$ cat config.mk
export PLATFORM = sky130hd
export DESIGN_NAME = sram_sp_arbiter
export DESIGN_NICKNAME = d
export VERILOG_FILES = /design/src/rtl/sram_arb_pkg.sv /design/src/rtl/sram_arb_rr.sv /design/src/rtl/sram_sp_arbiter.sv
export SDC_FILE = /design/constraint.sdc
export NUM_CORES = 1
export LEC_CHECK = 0
export CORE_AREA = 4 4 95 97
export CTS_CLUSTER_DIAMETER = 120
export DETAILED_ROUTE_END_ITERATION = 12
export DIE_AREA = 0 0 99 101
export HOLD_SLACK_MARGIN = 0.15
export PLACE_DENSITY = 0.8
export SLEW_MARGIN = 20
export SYNTH_ARGS = -nofsm -noshare
export SYNTH_HDL_FRONTEND = slang
export SYNTH_HIERARCHICAL = 1
export SYNTH_SLANG_ARGS = --single-unit
$ cat constraint.sdc
create_clock -name CLK -period 5.7 [get_ports CLK]
set_input_delay 1.14 -clock CLK [delete_from_list [all_inputs] [get_ports CLK]]
set_output_delay 1.14 -clock CLK [all_outputs]
set_load 0.05 [all_outputs]
$ cat src/rtl/sram_arb_pkg.sv
// ---------------------------------------------------------------------------
// sram_arb_pkg
//   Shared types and constants for the two-port single-port-SRAM arbiter.
//   - Width constants of the SRAM wrapper interface (address, data, byte
//     enables).
//   - Power-down FSM state encoding (ACTIVE / PD / WAKE).
//   - Packed per-port command bundle, so the top can mux ports generically.
//   - is_read(): an access with no byte enables set is a read.
// ---------------------------------------------------------------------------
package sram_arb_pkg;

  localparam int ADR_W   = 11;
  localparam int DAT_W   = 32;
  localparam int BE_W    = 4;
  localparam int N_PORTS = 2;

  typedef enum logic [1:0] {
    ACTIVE = 2'd0,
    PD     = 2'd1,
    WAKE   = 2'd2
  } arb_state_t;

  typedef struct packed {
    logic [BE_W-1:0]  we;
    logic [ADR_W-1:0] adr;
    logic [DAT_W-1:0] wdata;
  } arb_cmd_t;

  function automatic logic is_read(input logic [BE_W-1:0] we);
    return (we == '0);
  endfunction

endpackage

$ cat src/rtl/sram_arb_rr.sv
// ---------------------------------------------------------------------------
// sram_arb_rr
//   Two-way request picker with a last-grant register.
//   FIXED_PRIO=1 : port 0 wins every tie.
//   FIXED_PRIO=0 : round-robin, the port not granted most recently wins a
//                  tie. last_reg resets to 1 so port 0 wins the first tie.
//   Ports:
//     CLK      clock
//     reset_n  synchronous active-low reset
//     enable   grants may be issued this cycle
//     req      per-port request
//     gnt      one-hot (or zero) grant, combinational from req and last_reg
// ---------------------------------------------------------------------------
module sram_arb_rr
  import sram_arb_pkg::*;
#(
  parameter bit FIXED_PRIO = 1'b0
) (
  input  logic               CLK,
  input  logic               reset_n,
  input  logic               enable,
  input  logic [N_PORTS-1:0] req,
  output logic [N_PORTS-1:0] gnt
);

  // Index of the port granted most recently.
  logic last_reg;
  logic last_next;

  always_comb begin
    gnt = '0;
    if (enable) begin
      case (req)
        2'b01:   gnt = 2'b01;
        2'b10:   gnt = 2'b10;
        // Tie: port 0 wins under fixed priority, or when port 1 went last.
        2'b11:   gnt = (FIXED_PRIO || last_reg) ? 2'b01 : 2'b10;
        default: gnt = '0;
      endcase
    end
  end

  always_comb begin
    last_next = last_reg;
    if (gnt[0]) begin
      last_next = 1'b0;
    end else if (gnt[1]) begin
      last_next = 1'b1;
    end
  end

  always_ff @(posedge CLK) begin
    if (!reset_n) begin
      last_reg <= 1'b1;
    end else begin
      last_reg <= last_next;
    end
  end

endmodule

$ cat src/rtl/sram_sp_arbiter.sv
// ---------------------------------------------------------------------------
// sram_sp_arbiter
//   Shares one single-port SRAM between two requesters and powers the SRAM
//   down after IDLE_LIMIT consecutive idle cycles.
//   Parameters:
//     IDLE_LIMIT  idle cycles before power-down (default 16)
//     FIXED_PRIO  1: port 0 always wins, 0: round-robin
//   Ports:
//     CLK, reset_n                 clock, synchronous active-low reset
//     scan_mode                    holds the SRAM out of power-down
//     pN_req/we/adr/wdata          requester N command (held until pN_gnt)
//     pN_gnt                       command accepted this cycle
//     pN_rvalid/pN_rdata           read return, one cycle after the grant
//     mem_me/we/adr/d, mem_q       SRAM wrapper access port
//     mem_pd                       SRAM power-down request
//   A grant costs no latency in ACTIVE; waking from PD takes one WAKE cycle,
//   so a request issued in PD is granted two cycles later.
// ---------------------------------------------------------------------------
module sram_sp_arbiter
  import sram_arb_pkg::*;
#(
  parameter int IDLE_LIMIT = 16,
  parameter int FIXED_PRIO = 0
) (
  input  logic             CLK,
  input  logic             reset_n,
  input  logic             scan_mode,
  input  logic             p0_req,
  input  logic [BE_W-1:0]  p0_we,
  input  logic [ADR_W-1:0] p0_adr,
  input  logic [DAT_W-1:0] p0_wdata,
  output logic             p0_gnt,
  output logic             p0_rvalid,
  output logic [DAT_W-1:0] p0_rdata,
  input  logic             p1_req,
  input  logic [BE_W-1:0]  p1_we,
  input  logic [ADR_W-1:0] p1_adr,
  input  logic [DAT_W-1:0] p1_wdata,
  output logic             p1_gnt,
  output logic             p1_rvalid,
  output logic [DAT_W-1:0] p1_rdata,
  output logic             mem_me,
  output logic [BE_W-1:0]  mem_we,
  output logic [ADR_W-1:0] mem_adr,
  output logic [DAT_W-1:0] mem_d,
  input  logic [DAT_W-1:0] mem_q,
  output logic             mem_pd
);

  localparam int               CNT_W    = (IDLE_LIMIT < 1) ? 1 : $clog2(IDLE_LIMIT + 1);
  localparam logic [CNT_W-1:0] IDLE_MAX = CNT_W'(IDLE_LIMIT);

  // Per-port views so the datapath can be written once for both ports.
  logic     [N_PORTS-1:0]            req;
  arb_cmd_t [N_PORTS-1:0]            cmd;
  logic     [N_PORTS-1:0]            gnt;
  logic     [N_PORTS-1:0][DAT_W-1:0] rdata;

  arb_state_t       state_reg, state_next;
  logic [CNT_W-1:0] idle_cnt_reg, idle_cnt_next;
  logic [N_PORTS-1:0] rvalid_reg, rvalid_next;
  logic             grant_en;

  assign req    = {p1_req, p0_req};
  assign cmd[0] = '{we: p0_we, adr: p0_adr, wdata: p0_wdata};
  assign cmd[1] = '{we: p1_we, adr: p1_adr, wdata: p1_wdata};

  // Grants only in ACTIVE, and never while reset is held, so a read that
  // would be granted in the reset cycle produces no access and no rvalid.
  assign grant_en = reset_n && (state_reg == ACTIVE);

  sram_arb_rr #(
    .FIXED_PRIO (FIXED_PRIO != 0)
  ) u_rr (
    .CLK     (CLK),
    .reset_n (reset_n),
    .enable  (grant_en),
    .req     (req),
    .gnt     (gnt)
  );

  // -------------------------------------------------------------------------
  // Per-port read return path
  // -------------------------------------------------------------------------
  genvar gi;
  generate
    for (gi = 0; gi < N_PORTS; gi++) begin : g_port
      assign rvalid_next[gi] = gnt[gi] && is_read(cmd[gi].we);
      // The SRAM's Q is shared, so each port sees it only on its own rvalid.
      assign rdata[gi]       = rvalid_reg[gi] ? mem_q : '0;
    end
  endgenerate

  assign p0_gnt    = gnt[0];
  assign p1_gnt    = gnt[1];
  assign p0_rvalid = rvalid_reg[0];
  assign p1_rvalid = rvalid_reg[1];
  assign p0_rdata  = rdata[0];
  assign p1_rdata  = rdata[1];

  // -------------------------------------------------------------------------
  // SRAM access mux
  // -------------------------------------------------------------------------
  always_comb begin
    mem_me  = 1'b0;
    mem_we  = '0;
    // Address/data default to port 0 to keep the mux shallow; they are
    // don't-care whenever mem_me is low.
    mem_adr = cmd[0].adr;
    mem_d   = cmd[0].wdata;
    if (gnt[1]) begin
      mem_me  = 1'b1;
      mem_we  = cmd[1].we;
      mem_adr = cmd[1].adr;
      mem_d   = cmd[1].wdata;
    end else if (gnt[0]) begin
      mem_me  = 1'b1;
      mem_we  = cmd[0].we;
    end
  end

  // Scan mode and reset both keep the macro powered.
  assign mem_pd = reset_n && (state_reg == PD) && !scan_mode;

  // -------------------------------------------------------------------------
  // Power-down FSM and idle counter
  // -------------------------------------------------------------------------
  always_comb begin
    state_next    = state_reg;
    idle_cnt_next = idle_cnt_reg;
    case (state_reg)
      ACTIVE: begin
        // A cycle is idle only if nothing is requested and no read data is
        // still being returned.
        if ((req == '0) && (rvalid_reg == '0)) begin
          if (idle_cnt_reg != IDLE_MAX) begin
            idle_cnt_next = idle_cnt_reg + CNT_W'(1);
          end
        end else begin
          idle_cnt_next = '0;
        end
        // A request arriving as the counter saturates is served instead.
        if ((req == '0) && (idle_cnt_reg == IDLE_MAX) && !scan_mode) begin
          state_next = PD;
        end
      end
      PD: begin
        if ((req != '0) || scan_mode) begin
          state_next = WAKE;
        end
      end
      WAKE: begin
        state_next    = ACTIVE;
        idle_cnt_next = '0;
      end
      default: begin
        state_next    = ACTIVE;
        idle_cnt_next = '0;
      end
    endcase
  end

  always_ff @(posedge CLK) begin
    if (!reset_n) begin
      state_reg    <= ACTIVE;
      idle_cnt_reg <= '0;
      rvalid_reg   <= '0;
    end else begin
      state_reg    <= state_next;
      idle_cnt_reg <= idle_cnt_next;
      rvalid_reg   <= rvalid_next;
    end
  end

endmodule

==> metrics <==
status completed; FF-to-FF Start state_reg[0]; Max Used Layer met4; data required time of the worst path 4.56 ns; number of DRC markers in iteration 0 36; minimum clock period 4.99 ns; first-pass GRT wire length 13,000 um; count of final hold-check violations 0; Seq cells post-synth 10; worst r2r dst rvalid_reg[1]; Layout area overhead 175%; port buffer count 247; die outline height 101 um; clock buffer depth 2; pin count of the biggest net entering global routing 52; share of post-route cells with drive strength above 1 12.7%; post-CTS resize count 0; top post-synthesis cells by area mux2_2 32%, and2_1 26%, dfxtp_1 13%; width of the chip 99 um; Layout Nets 558; Final setup violation count 0; Clk pin slew, worst setup/hold paths 0.05 ns; Leak 0.00152 uW; vias 2,318; Crit. End Element output port; DRT antenna net count 0; Final Cycle Share 87.5%; Root Buffer clkbuf_8; worst reg2reg path depth 5; clock share of power 18.3%; Yosys cell types 31; Initial Util 18.6%; DR WL met3 930 um; Setup crit start kind input pin; worst hold start idle_cnt_reg[0]; Synth top area share 32.0%; final worst slack 0.714 ns; Finished Layout Cells 529; max-cap viol count 0; Die ar. 10000 sq um; Slowest cell on crit path clkdlybuf4s50_1; worst-path fanout max 51; Int Power 293 uW; Final Max Slew Viols 0; Post-Route WL 9240 um; placed cell count 525; RSZ-0062 raised after global routing no; largest area contributor in the netlist mux2_2; CP Cell Sequence clkdlybuf4s50_1, nor3b_4, nand2_1, a21oi_4, buf_12, mux2_2, clkdlybuf4s50_1; Core ar. 8130 sq um; Power Density 117 nW/um^2; max FFs per register 5; Yosys warnings 6; grt ovf 0; drt wl/cell 17.5 um; CTS tree built; io pins 248; Inserted Clock Buffers 3; clock sinks 10; DP HPWL 7940 um; Cells after Synth 183; WS Path Type in -> out; Sw Ratio 39.8%; Comb pwr share 65.0%; syn_nets 316; pre-CTS WS 0.692 ns; post-synthesis sequential area ratio 13.2%; Rel. slew slack 37.4%; clock latency on the worst-skew pair 0.23 ns; area of the mapped netlist 1510 sq um; Seq pwr share 16.6%; Residual DRC 0; H-tree level count 1; vias per inst 4.38; Hold Buf Count CTS 0; Final Skew 0.00283 ns; VDD IR max 0.0775 mV; Final Wtd Congestion 0.904; Arr. time, crit path 3.85 ns; critical path launch point reset_n; Met1 Wirelength 3540 um; num rows 33; reg2reg setup slack 4.12 ns; class of the worst hold path reg -> reg; most frequent cell on the critical path clkdlybuf4s50_1; Power Total 486 uW; Global Route Usage Sum 16.5%; diode count 0; Fmax achieved 201 MHz; Fin Setup TNS 0 ns; Critical Path Sink mem_d[9]; WL met2 4630 um; Worst Hold Margin 0.524 ns; initial antenna violation count 0; drt first pass iters 4; vias in the first global route 2,394; Post-Syn Area per Cell 8.27 sq um; slowest cell delay on critical path 0.73 ns; worst-margin pin slew 0.937 ns; P_sw 194 uW; post-CTS setup buffers 0
==> cell type report <==
cell class,count,area (sq um)
Clock buffer,4,55.1
Fill cell,743,3970
Inverter,7,26.3
Multi-Input combinational cell,154,1250
Sequential cell,10,200
Tap cell,105,131
Timing Repair Buffer,249,2500
==> power groups by stage <==
stage / clock [uW] / sequential (uW) / combinational (uW)
2_1_floorplan: 0 / 80.1 / 155
6_report: 89.1 / 80.9 / 316
3_3_place_gp: 0 / 81.7 / 313
5_1_grt: 94.1 / 81.6 / 331
3_5_place_dp: 0 / 82.0 / 316
4_1_cts: 92.4 / 80.6 / 318
==> critical path: cells and delay by family <==
family	cells	cell delay [ns]
AO/OA/AOI/OAI	1	0.16
multiplexers	1	0.39
AND/OR/NAND/NOR	2	0.53
buffers and inverters	3	1.59
==> worst min-delay path by stage <==
stage | endpoint | slack, ns | cells past startpoint
finish | idle_cnt_reg[0] | 0.52 | 1
global route | u_rr/last_reg | 0.56 | 2
CTS | idle_cnt_reg[0] | 0.52 | 1
detailed placement | idle_cnt_reg[0] | 0.51 | 1
global placement | idle_cnt_reg[0] | 0.50 | 1
floorplan | u_rr/last_reg | 0.46 | 2
==> kinds of logic (layout without fill, tap and decap cells) <==
group                      Yosys count  after routing  synth area share (%)
and+or+nand+nor                     90             90                  39.3
muxes                               43             43                  32.0
buffers and inverters               19            260                  5.12
AOI/OAI and AO/OA                   17             17                  7.52
DFF                                 10             10                  13.2
adders and majority gates            2              2                  1.65
xor gates and xnor gates             2              2                  1.16
==> per-stage QoR <==
stage                     area [sq um]  utilization, %
after floorplan                   1510               -
after global placement            4110            50.5
after detailed placement          4110            50.5
after CTS                         4160            51.1
after global routing              4160            51.1
final                             4160            51.1
==> layout by cell type, fill, tap and decap left out, types with 2 or more instances in the layout <==
cell             instances
nand2_1                  5
dfxtp_1                 10
or4b_1                   2
o22ai_1                  3
nor3b_1                  2
nor2b_1                  2
clkbuf_8                 4
a31oi_1                  3
nor2_1                   2
nand3_1                  3
ha_1                     2
inv_1                    7
clkdlybuf4s50_1        247
a22o_1                   4
a21oi_1                  3
and2_1                  64
xnor2_1                  2
mux2_2                  43
==> routing by layer <==
layer | up-vias | GRT usage [%]
met5 | - | 0
met4 | 0 | 4.10
met3 | 10 | 5.05
met2 | 163 | 30.0
met1 | 1022 | 18.8
li1 | 1123 | -
==> cells in the mapped netlist <==
master / count
o31ai_1: 1
nor2b_1: 2
xnor2_1: 2
or4b_1: 2
dfxtp_1: 10
and4_1: 1
nand2_2: 1
buf_2: 5
nor3b_1: 2
a22o_1: 4
ha_1: 2
nand2_1: 5
nor2_1: 2
and2_1: 64
nor3b_4: 1
nor4_4: 1
a41oi_1: 1
or3_1: 1
nand3_1: 3
o21ai_0: 1
nor3_1: 1
or2_2: 1
inv_1: 7
and4b_1: 1
clkbuf_1: 7
o22ai_1: 3
nand4bb_1: 1
a21oi_1: 4
and4bb_1: 1
a31oi_1: 3
mux2_2: 43
Power figures use the tool's default switching activity.
